<file path="src/rtl/regfile_sb_if.sv">
// Register-file port bundle: two read ports, one write port, issue port,
// scoreboard status and the clear/ready handshake.
interface regfile_sb_if #(
  parameter int XLEN  = 32,
  parameter int NREGS = 32
);
  localparam int AW = $clog2(NREGS);

  logic            clr_req;
  logic            ready;
  logic [AW-1:0]   ra1, ra2;
  logic [XLEN-1:0] rd1, rd2;
  logic            we;
  logic [AW-1:0]   wa;
  logic [XLEN-1:0] wd;
  logic            iss_valid;
  logic [AW-1:0]   iss_rd;
  logic            busy1, busy2;

  modport master (
    output clr_req, ra1, ra2, we, wa, wd, iss_valid, iss_rd,
    input  ready, rd1, rd2, busy1, busy2
  );
  modport slave (
    input  clr_req, ra1, ra2, we, wa, wd, iss_valid, iss_rd,
    output ready, rd1, rd2, busy1, busy2
  );
endinterface

</file>
<file path="src/rtl/regfile_sb.sv">
// Register file with per-register busy scoreboard and a self-clearing sweep.
// Optional macro RF_BYPASS_EN adds same-cycle write-to-read forwarding.
module regfile_sb #(
  parameter int XLEN     = 32,
  parameter int NREGS    = 32,
  parameter bit ZERO_REG = 1'b1
) (
  input  logic         clk,
  input  logic         rst_n,
  regfile_sb_if.slave  bus
);
  localparam int AW = $clog2(NREGS);
  localparam logic [AW-1:0] LAST = AW'(NREGS - 1);

  typedef enum logic {INIT, RUN} state_e;

  state_e          state_q, state_d;
  logic [AW-1:0]   ptr_q, ptr_d;
  logic [NREGS-1:0] sb_q, sb_d;
  logic [XLEN-1:0] rf_q [NREGS];

  logic run, wr_en, iss_en;
  logic [1:0][AW-1:0]   ra;
  logic [1:0][XLEN-1:0] rd;
  logic [1:0]           busy;

  assign run    = (state_q == RUN);
  // A clear request in RUN discards any write or issue sampled with it.
  assign wr_en  = run && bus.we && !bus.clr_req && !(ZERO_REG && bus.wa == '0);
  assign iss_en = run && bus.iss_valid && !bus.clr_req && !(ZERO_REG && bus.iss_rd == '0);

  always_ff @(posedge clk or negedge rst_n) begin
    if (!rst_n) begin
      state_q <= INIT;
      ptr_q   <= '0;
      sb_q    <= '0;
    end else begin
      state_q <= state_d;
      ptr_q   <= ptr_d;
      sb_q    <= sb_d;
    end
  end

  always_comb begin
    state_d = state_q;
    ptr_d   = ptr_q;
    case (state_q)
      INIT: begin
        ptr_d = ptr_q + 1'b1;
        if (ptr_q == LAST) state_d = RUN;
      end
      RUN: begin
        if (bus.clr_req) begin
          state_d = INIT;
          ptr_d   = '0;
        end
      end
      default: state_d = INIT;
    endcase
  end

  // Issue after write-clear so a new producer supersedes the retiring one.
  always_comb begin
    sb_d = sb_q;
    if (run && bus.clr_req) begin
      sb_d = '0;
    end else begin
      if (wr_en)  sb_d[bus.wa]     = 1'b0;
      if (iss_en) sb_d[bus.iss_rd] = 1'b1;
    end
  end

  // Storage has no reset; the INIT sweep zeroes it instead.
  always_ff @(posedge clk) begin
    if (!run)       rf_q[ptr_q]  <= '0;
    else if (wr_en) rf_q[bus.wa] <= bus.wd;
  end

  assign ra[0] = bus.ra1;
  assign ra[1] = bus.ra2;

  always_comb begin
    for (int p = 0; p < 2; p++) begin
      rd[p]   = '0;
      busy[p] = 1'b0;
      if (run) begin
        if (!(ZERO_REG && ra[p] == '0)) rd[p] = rf_q[ra[p]];
        busy[p] = sb_q[ra[p]];
`ifdef RF_BYPASS_EN
        if (bus.we && bus.wa == ra[p]) begin
          busy[p] = 1'b0;
          if (!(ZERO_REG && bus.wa == '0)) rd[p] = bus.wd;
        end
`endif
      end
    end
  end

  assign bus.ready = run;
  assign bus.rd1   = rd[0];
  assign bus.rd2   = rd[1];
  assign bus.busy1 = busy[0];
  assign bus.busy2 = busy[1];
endmodule
</file>
<file path="src/flat_wrapper.sv">
// flat-port wrapper written by rule: the top's interface ports become plain ports
module regfile_sb_flat 
#(
  parameter int XLEN     = 32,
  parameter int NREGS    = 32,
  parameter bit ZERO_REG = 1'b1
)
  (clk, rst_n, bus_clr_req, bus_ra1, bus_ra2, bus_we, bus_wa, bus_wd, bus_iss_valid, bus_iss_rd, bus_ready, bus_rd1, bus_rd2, bus_busy1, bus_busy2);
  regfile_sb_if #(.XLEN(XLEN), .NREGS(NREGS)) bus_i ();
  input  logic clk;
  input  logic rst_n;
  input wire logic [$bits(bus_i.clr_req)-1:0] bus_clr_req;
  input wire logic [$bits(bus_i.ra1)-1:0] bus_ra1;
  input wire logic [$bits(bus_i.ra2)-1:0] bus_ra2;
  input wire logic [$bits(bus_i.we)-1:0] bus_we;
  input wire logic [$bits(bus_i.wa)-1:0] bus_wa;
  input wire logic [$bits(bus_i.wd)-1:0] bus_wd;
  input wire logic [$bits(bus_i.iss_valid)-1:0] bus_iss_valid;
  input wire logic [$bits(bus_i.iss_rd)-1:0] bus_iss_rd;
  output wire logic [$bits(bus_i.ready)-1:0] bus_ready;
  output wire logic [$bits(bus_i.rd1)-1:0] bus_rd1;
  output wire logic [$bits(bus_i.rd2)-1:0] bus_rd2;
  output wire logic [$bits(bus_i.busy1)-1:0] bus_busy1;
  output wire logic [$bits(bus_i.busy2)-1:0] bus_busy2;
  assign bus_i.clr_req = bus_clr_req;
  assign bus_i.ra1 = bus_ra1;
  assign bus_i.ra2 = bus_ra2;
  assign bus_i.we = bus_we;
  assign bus_i.wa = bus_wa;
  assign bus_i.wd = bus_wd;
  assign bus_i.iss_valid = bus_iss_valid;
  assign bus_i.iss_rd = bus_iss_rd;
  assign bus_ready = bus_i.ready;
  assign bus_rd1 = bus_i.rd1;
  assign bus_rd2 = bus_i.rd2;
  assign bus_busy1 = bus_i.busy1;
  assign bus_busy2 = bus_i.busy2;
  regfile_sb #(.XLEN(XLEN), .NREGS(NREGS), .ZERO_REG(ZERO_REG)) u_core (.clk(clk), .rst_n(rst_n), .bus(bus_i));
endmodule
</file>
<file path="config.mk">
export PLATFORM = sky130hd
export DESIGN_NAME = regfile_sb_flat
export DESIGN_NICKNAME = d
export VERILOG_FILES = /design/src/rtl/regfile_sb_if.sv /design/src/rtl/regfile_sb.sv /design/src/flat_wrapper.sv
export SDC_FILE = /design/constraint.sdc
export NUM_CORES = 1
export LEC_CHECK = 0
export BUFFER_PORTS_ARGS = -buffer_cell sky130_fd_sc_hd__buf_4
export CELL_PAD_IN_SITES_DETAIL_PLACEMENT = 0
export CELL_PAD_IN_SITES_GLOBAL_PLACEMENT = 1
export CORE_MARGIN = 2
export CORE_UTILIZATION = 55
export CTS_CLUSTER_DIAMETER = 200
export DETAILED_ROUTE_END_ITERATION = 8
export PLACE_DENSITY = 0.79
export SLEW_MARGIN = 10
export SYNTH_ARGS = -nofsm -noshare
export SYNTH_HDL_FRONTEND = slang
export SYNTH_SLANG_ARGS = --single-unit
</file>
<file path="constraint.sdc">
create_clock -name clk -period 4.88 [get_ports clk]
set_input_delay 0.732 -clock clk [delete_from_list [all_inputs] [get_ports clk]]
set_output_delay 0.732 -clock clk [all_outputs]
set_load 0.1 [all_outputs]
</file>
# ---- Word level (Yosys, flattened, before mapping)
# Memories as Yosys holds them, arrays and structs flattened.
# Cells that the tools add are included.
dict set report totals {
  ff_bits 38
  latch_bits 0
  ram_bits 1024
  mem_bits_ro 0
  in_bits 57
  output_inout_bits 67
  memories 1
}
dict set report op_classes {
  addsub 1
  multipliers 0
  div 0
  n_lt_le_gt_ge 6
  eq_ne 2
  n_shift 0
  muxes 30
  bitwise 4
  n_reduce_logical 17
}
# memory depth word_bits rd rd_ports_with_merged_regs wr line
set memory_table {}
lappend memory_table {u_core.rf_q 32 32 2 0 1 regfile_sb.sv:20} ;# logic [XLEN-1:0] rf_q [NREGS];
# operator n
set ops {}
lappend ops {{32-bit two-way mux} 9}
lappend ops {{32-bit bitwise AND} 1}
lappend ops {{32-bit NOT} 1}
lappend ops {{32-bit OR} 1}
lappend ops {{32-bit OR reduction} 1}
lappend ops {{5-bit by 6-bit < comparator with 1-bit output (second input constant)} 4}
lappend ops {{5-bit zero test} 4}
lappend ops {{1-bit two-way mux} 13}
lappend ops {{1-bit binary-select mux with 5-bit select} 2}
lappend ops {{1-bit demux with 5-bit select} 2}
lappend ops {{5-bit by 1-bit >= comparator with 1-bit output (second input constant)} 2}
lappend ops {{5-bit two-way mux} 2}
lappend ops {{5-bit one-hot mux with 2 select lines} 1}
lappend ops {{1-bit logical AND} 9}
lappend ops {{5-bit by 1-bit adder with 5-bit output (second input constant)} 1}
lappend ops {{5-bit equality test (second input constant)} 1}
lappend ops {{1-bit zero test} 3}
lappend ops {{2-bit inequality test (second input constant)} 1}
lappend ops {{1-bit one-hot mux with 2 select lines} 1}
lappend ops {{1-bit NOT} 1}

# ---- Depth between registers and ports, before layout
dict set report logic_depth {
  ltp_word 11
  ltp_mapped 7
  depth_no_buf 4
}

# ---- Worst setup path after synthesis
# Ideal clock, no wire load.
dict set report synth_timing {
  path_type {register to register}
  from {register u_core.state_q (netlist: u_core.bus.ready)}
  to {memory u_core.rf_q[0][0] (enable)}
  setup_ns 0.468
  arrival_time_ns 4.454
  required_time_ns 4.412
  setup_slack_ns -0.042
  stages_incl_launch_ff 7
  path_buffers 2
  period_less_slack_ns 4.922
  path_cell_list {dfrtp_1 buf_4 nand3b_1 buf_2 a21oi_1 a21oi_2 nor3b_1}
}
dict set report synth_between {
  elab_chain_cells 8
}
# item line
set synth_lines {}
lappend synth_lines {{from (decl)} regfile_sb.sv:17} ;# state_e state_q, state_d;
lappend synth_lines {{from (signal assigned)} regfile_sb.sv:38} ;# state_q <= state_d;
lappend synth_lines {{1-bit logical AND (3 in series)} regfile_sb.sv:29} ;# assign wr_en = run && bus.we && !bus.clr_req && !(ZERO_REG && bus.wa == '0);
lappend synth_lines {{1-bit two-way mux} regfile_sb.sv:76} ;# else if (wr_en) rf_q[bus.wa] <= bus.wd;
lappend synth_lines {{1-bit two-way mux} regfile_sb.sv:75} ;# if (!run) rf_q[ptr_q] <= '0;
lappend synth_lines {{1-bit two-way mux (not written as such)} regfile_sb.sv:76}
lappend synth_lines {{32-bit OR reduction (no source line)} --}
lappend synth_lines {{5-bit two-way mux (no source line) or 1-bit two-way mux (tied branches)} --}
lappend synth_lines {{to (decl)} regfile_sb.sv:20}
# Parallel ways exist; a longest one is shown, timed or not.

# ---- Worst setup path after layout
dict set report layout_timing {
  from {input port bus_ra1[1]}
  to {output port bus_rd1[5]}
}
dict set report layout_between {
  elab_chain_cells 3
}
# item line
set layout_lines {}
lappend layout_lines {{from (decl)} flat_wrapper.sv:13} ;# input wire logic [$bits(bus_i.ra1)-1:0] bus_ra1;
lappend layout_lines {{memory read 32 x 32 bit or 5-bit zero test (tied branches)} --}
lappend layout_lines {{32-bit two-way mux (*)} regfile_sb.sv:87} ;# if (!(ZERO_REG && ra[p] == '0)) rd[p] = rf_q[ra[p]];
lappend layout_lines {{32-bit two-way mux (*)} regfile_sb.sv:86} ;# if (run) begin
lappend layout_lines {{to (decl)} flat_wrapper.sv:21} ;# output wire logic [$bits(bus_i.rd1)-1:0] bus_rd1;
# Mark *: on every way between the ends. The rest lies on a longest branch, timed or not.

==> summary.txt <==
Number of synthesized flops with an enable pin: 1024
Hold Slack: 27.3 ps
Max frequency: 0.254 GHz
Slew @ Worst Pin: 1140 ps
Critical Path Fanout Max: 54
Starting density of the core: 55.5%
Post-CTS setup buffers: 0
Max Buffers Root-to-Sink: 3
Critical path class: in -> out
RSZ-0062 raised after global routing: no
Slew Viols, Final: 0
Post-Syn Area per Cell: 20.4 µm²
Area Growth Syn to Fin: 12.6%
Worst skew pair latency: 700 ps
Period utilisation layout: 80.5%
Status: completed
Worst reg2reg path depth: 6
CTS tree: done
Top Ports: 124
Layout filler cell count: 6123
CP Capture Type: primary output
Worst-path clk slew: 60 ps
Largest net degree at the start of global routing: 111
Number of max-cap violations: 0
Vias per cell: 7.31
Antenna violations before repair: 0
PwrDens: 430 nW/µm²
Distinct cells, synth: 55
Clock sink count: 1062
Wire per inst: 36.8 µm
Leak: 19.1 nW
Initial DRC count: 3698
Drt first pass iters: 6
Syn Nets: 2509
Post-CTS sizing: 0
Post-route minimum period: 3930 ps
Final Instance Area: 56100 µm²
Slew HR: 23.8%
Setup_tns: 0 ps
Post-synth top cells: edfxtp_1, mux4_2, mux2i_1
First-pass GRT wire length: 203 mm
Placement Rows: 110
Post-DP HPWL: 74.0 mm
Synth warnings: 0
Req. time, crit path: 4150 ps
Chip height: 305 µm
Maximum vdd ir drop: 0.000385 V
#FFs+latches synth: 1062
CP arrival: 3200 ps
Setup violations, final: 0
Post-route clock skew: 31.8 ps
PortBufs: 123
Dominant cell type by area after synthesis: edfxtp_1
Cell Area, Synth: 49900 µm²
Sequential share of the synthesized area: 63.6%
Total CTS buffers: 108
Most common cell in the synthesized netlist: edfxtp_1
Hold/Removal Path Class: in -> async
Global route overflow: 0
Post-synth ARST share: 3.58%
Share of layout cells above drive strength 1: 35.7%
Diode count: 0
Core area: 89900 µm²
Final WL: 142 mm
Number of H-tree levels: 3
Final Hold Fails: 0
Root Buffer: clkbuf_16
Total global-route track usage: 30.7%
Vias: 28100
DRC: 0
Die ar.: 93100 µm²
Die W: 305 µm
Synth area leaders: edfxtp_1, mux4_2, mux2i_1, dfrtp_1, o221ai_1
Synth top area share: 61.7%
Area after DPL: 52500 µm²
GPL Wtd Cong: 0.825
Setup crit start kind: input port
Routed Antenna Nets: 0
Cts hold-fix bufs: 0
Final Net Count: 2634
Vias in the first global route: 29100
Synth Instances: 2450
Ys flop type: edfxtp_1
-- power breakdown --
part	internal, W	switching [W]	total [W]
Sequential	0.0110	0.000396	0.0114
Clock	0.00484	0.00356	0.00840
Combinational	0.00144	0.00285	0.00429
Total	0.0173	0.00681	0.0241
-- state kept, by name, summed over array words and instances (netlist names) --
register	count
u_core.ptr_q	5
u_core.sb_q	32
u_core.bus.ready	1
u_core.rf_q	1024
-- worst max-delay path: stages --
cell	delay [ps]
buf_8	280
buf_4	760
mux4_2	410
mux2i_1	150
o22a_1	190
o221ai_1	240
buf_4	330
-- metrics by stage --
step	util [%]	total power [W]	setup slack (ps)	std cells
after floorplan	-	0.0141	26.0	2450
after global placement	58.5	0.0157	970	3641
after detailed placement	58.5	0.0159	954	3641
after CTS	62.5	0.0242	949	3844
after global routing	62.5	0.0248	853	3844
final	62.5	0.0241	949	3844
-- layout by cell type, fill, tap and decap left out, types with 36 or more instances in the layout --
master	n
mux2i_1	264
buf_4	183
o21ai_0	36
o22a_1	64
clkbuf_16	110
o221ai_1	66
mux4_2	526
edfxtp_1	1024
dfrtp_1	38
nand2_1	37
-- worst paths after layout --
check	from	end	slack (ps)
min	rst_n	u_core.ptr_q[0]	30
max in group asynchronous	rst_n	u_core.sb_q[12]	4490
max	bus_ra1[1]	bus_rd1[5]	950
min reg2reg	u_core.sb_q[7]	u_core.sb_q[7]	570
min in group clk	bus_clr_req	u_core.sb_q[28]	310
max reg2reg	u_core.bus.ready	u_core.rf_q[18][1]	1460
-- cell type report --
cell class,count,area [µm²],area share (%)
Clock buffer,125,2820,5.02
Sequential cell,1062,31700,56.5
Tap cell,1176,1470,2.62
Clock inverter,78,790,1.41
Timing Repair Buffer,214,1970,3.52
Inverter,7,26.3,0.0468
Multi-Input combinational cell,1182,17400,30.9
-- layer usage --
| metal | up-vias | track usage (%) | part of all wire (%) |
|---|---|---|---|
| met4 | 0 | 11.4 | 4.1 |
| met3 | 334 | 5.39 | 9.2 |
| met5 | - | 0 | 0 |
| met1 | 15000 | 41.0 | 37 |
| li1 | 11000 | - | - |
| met2 | 1763 | 51.3 | 50 |
-- logic make-up (layout without fill, tap and decap cells) --
logic type / after synthesis / after routing / synth area share (%)
buffers and inverters: 206 / 424 / 2.13
flip-flops: 1062 / 1062 / 63.6
XOR/XNOR: 2 / 2 / 0.0351
multiplexers: 792 / 792 / 29.1
AO/OA/AOI/OAI: 233 / 233 / 3.48
adder cells (fa/ha/maj): 2 / 2 / 0.0502
AND/OR/NAND/NOR: 153 / 153 / 1.65
No activity file was read; power rests on OpenSTA's default activity.
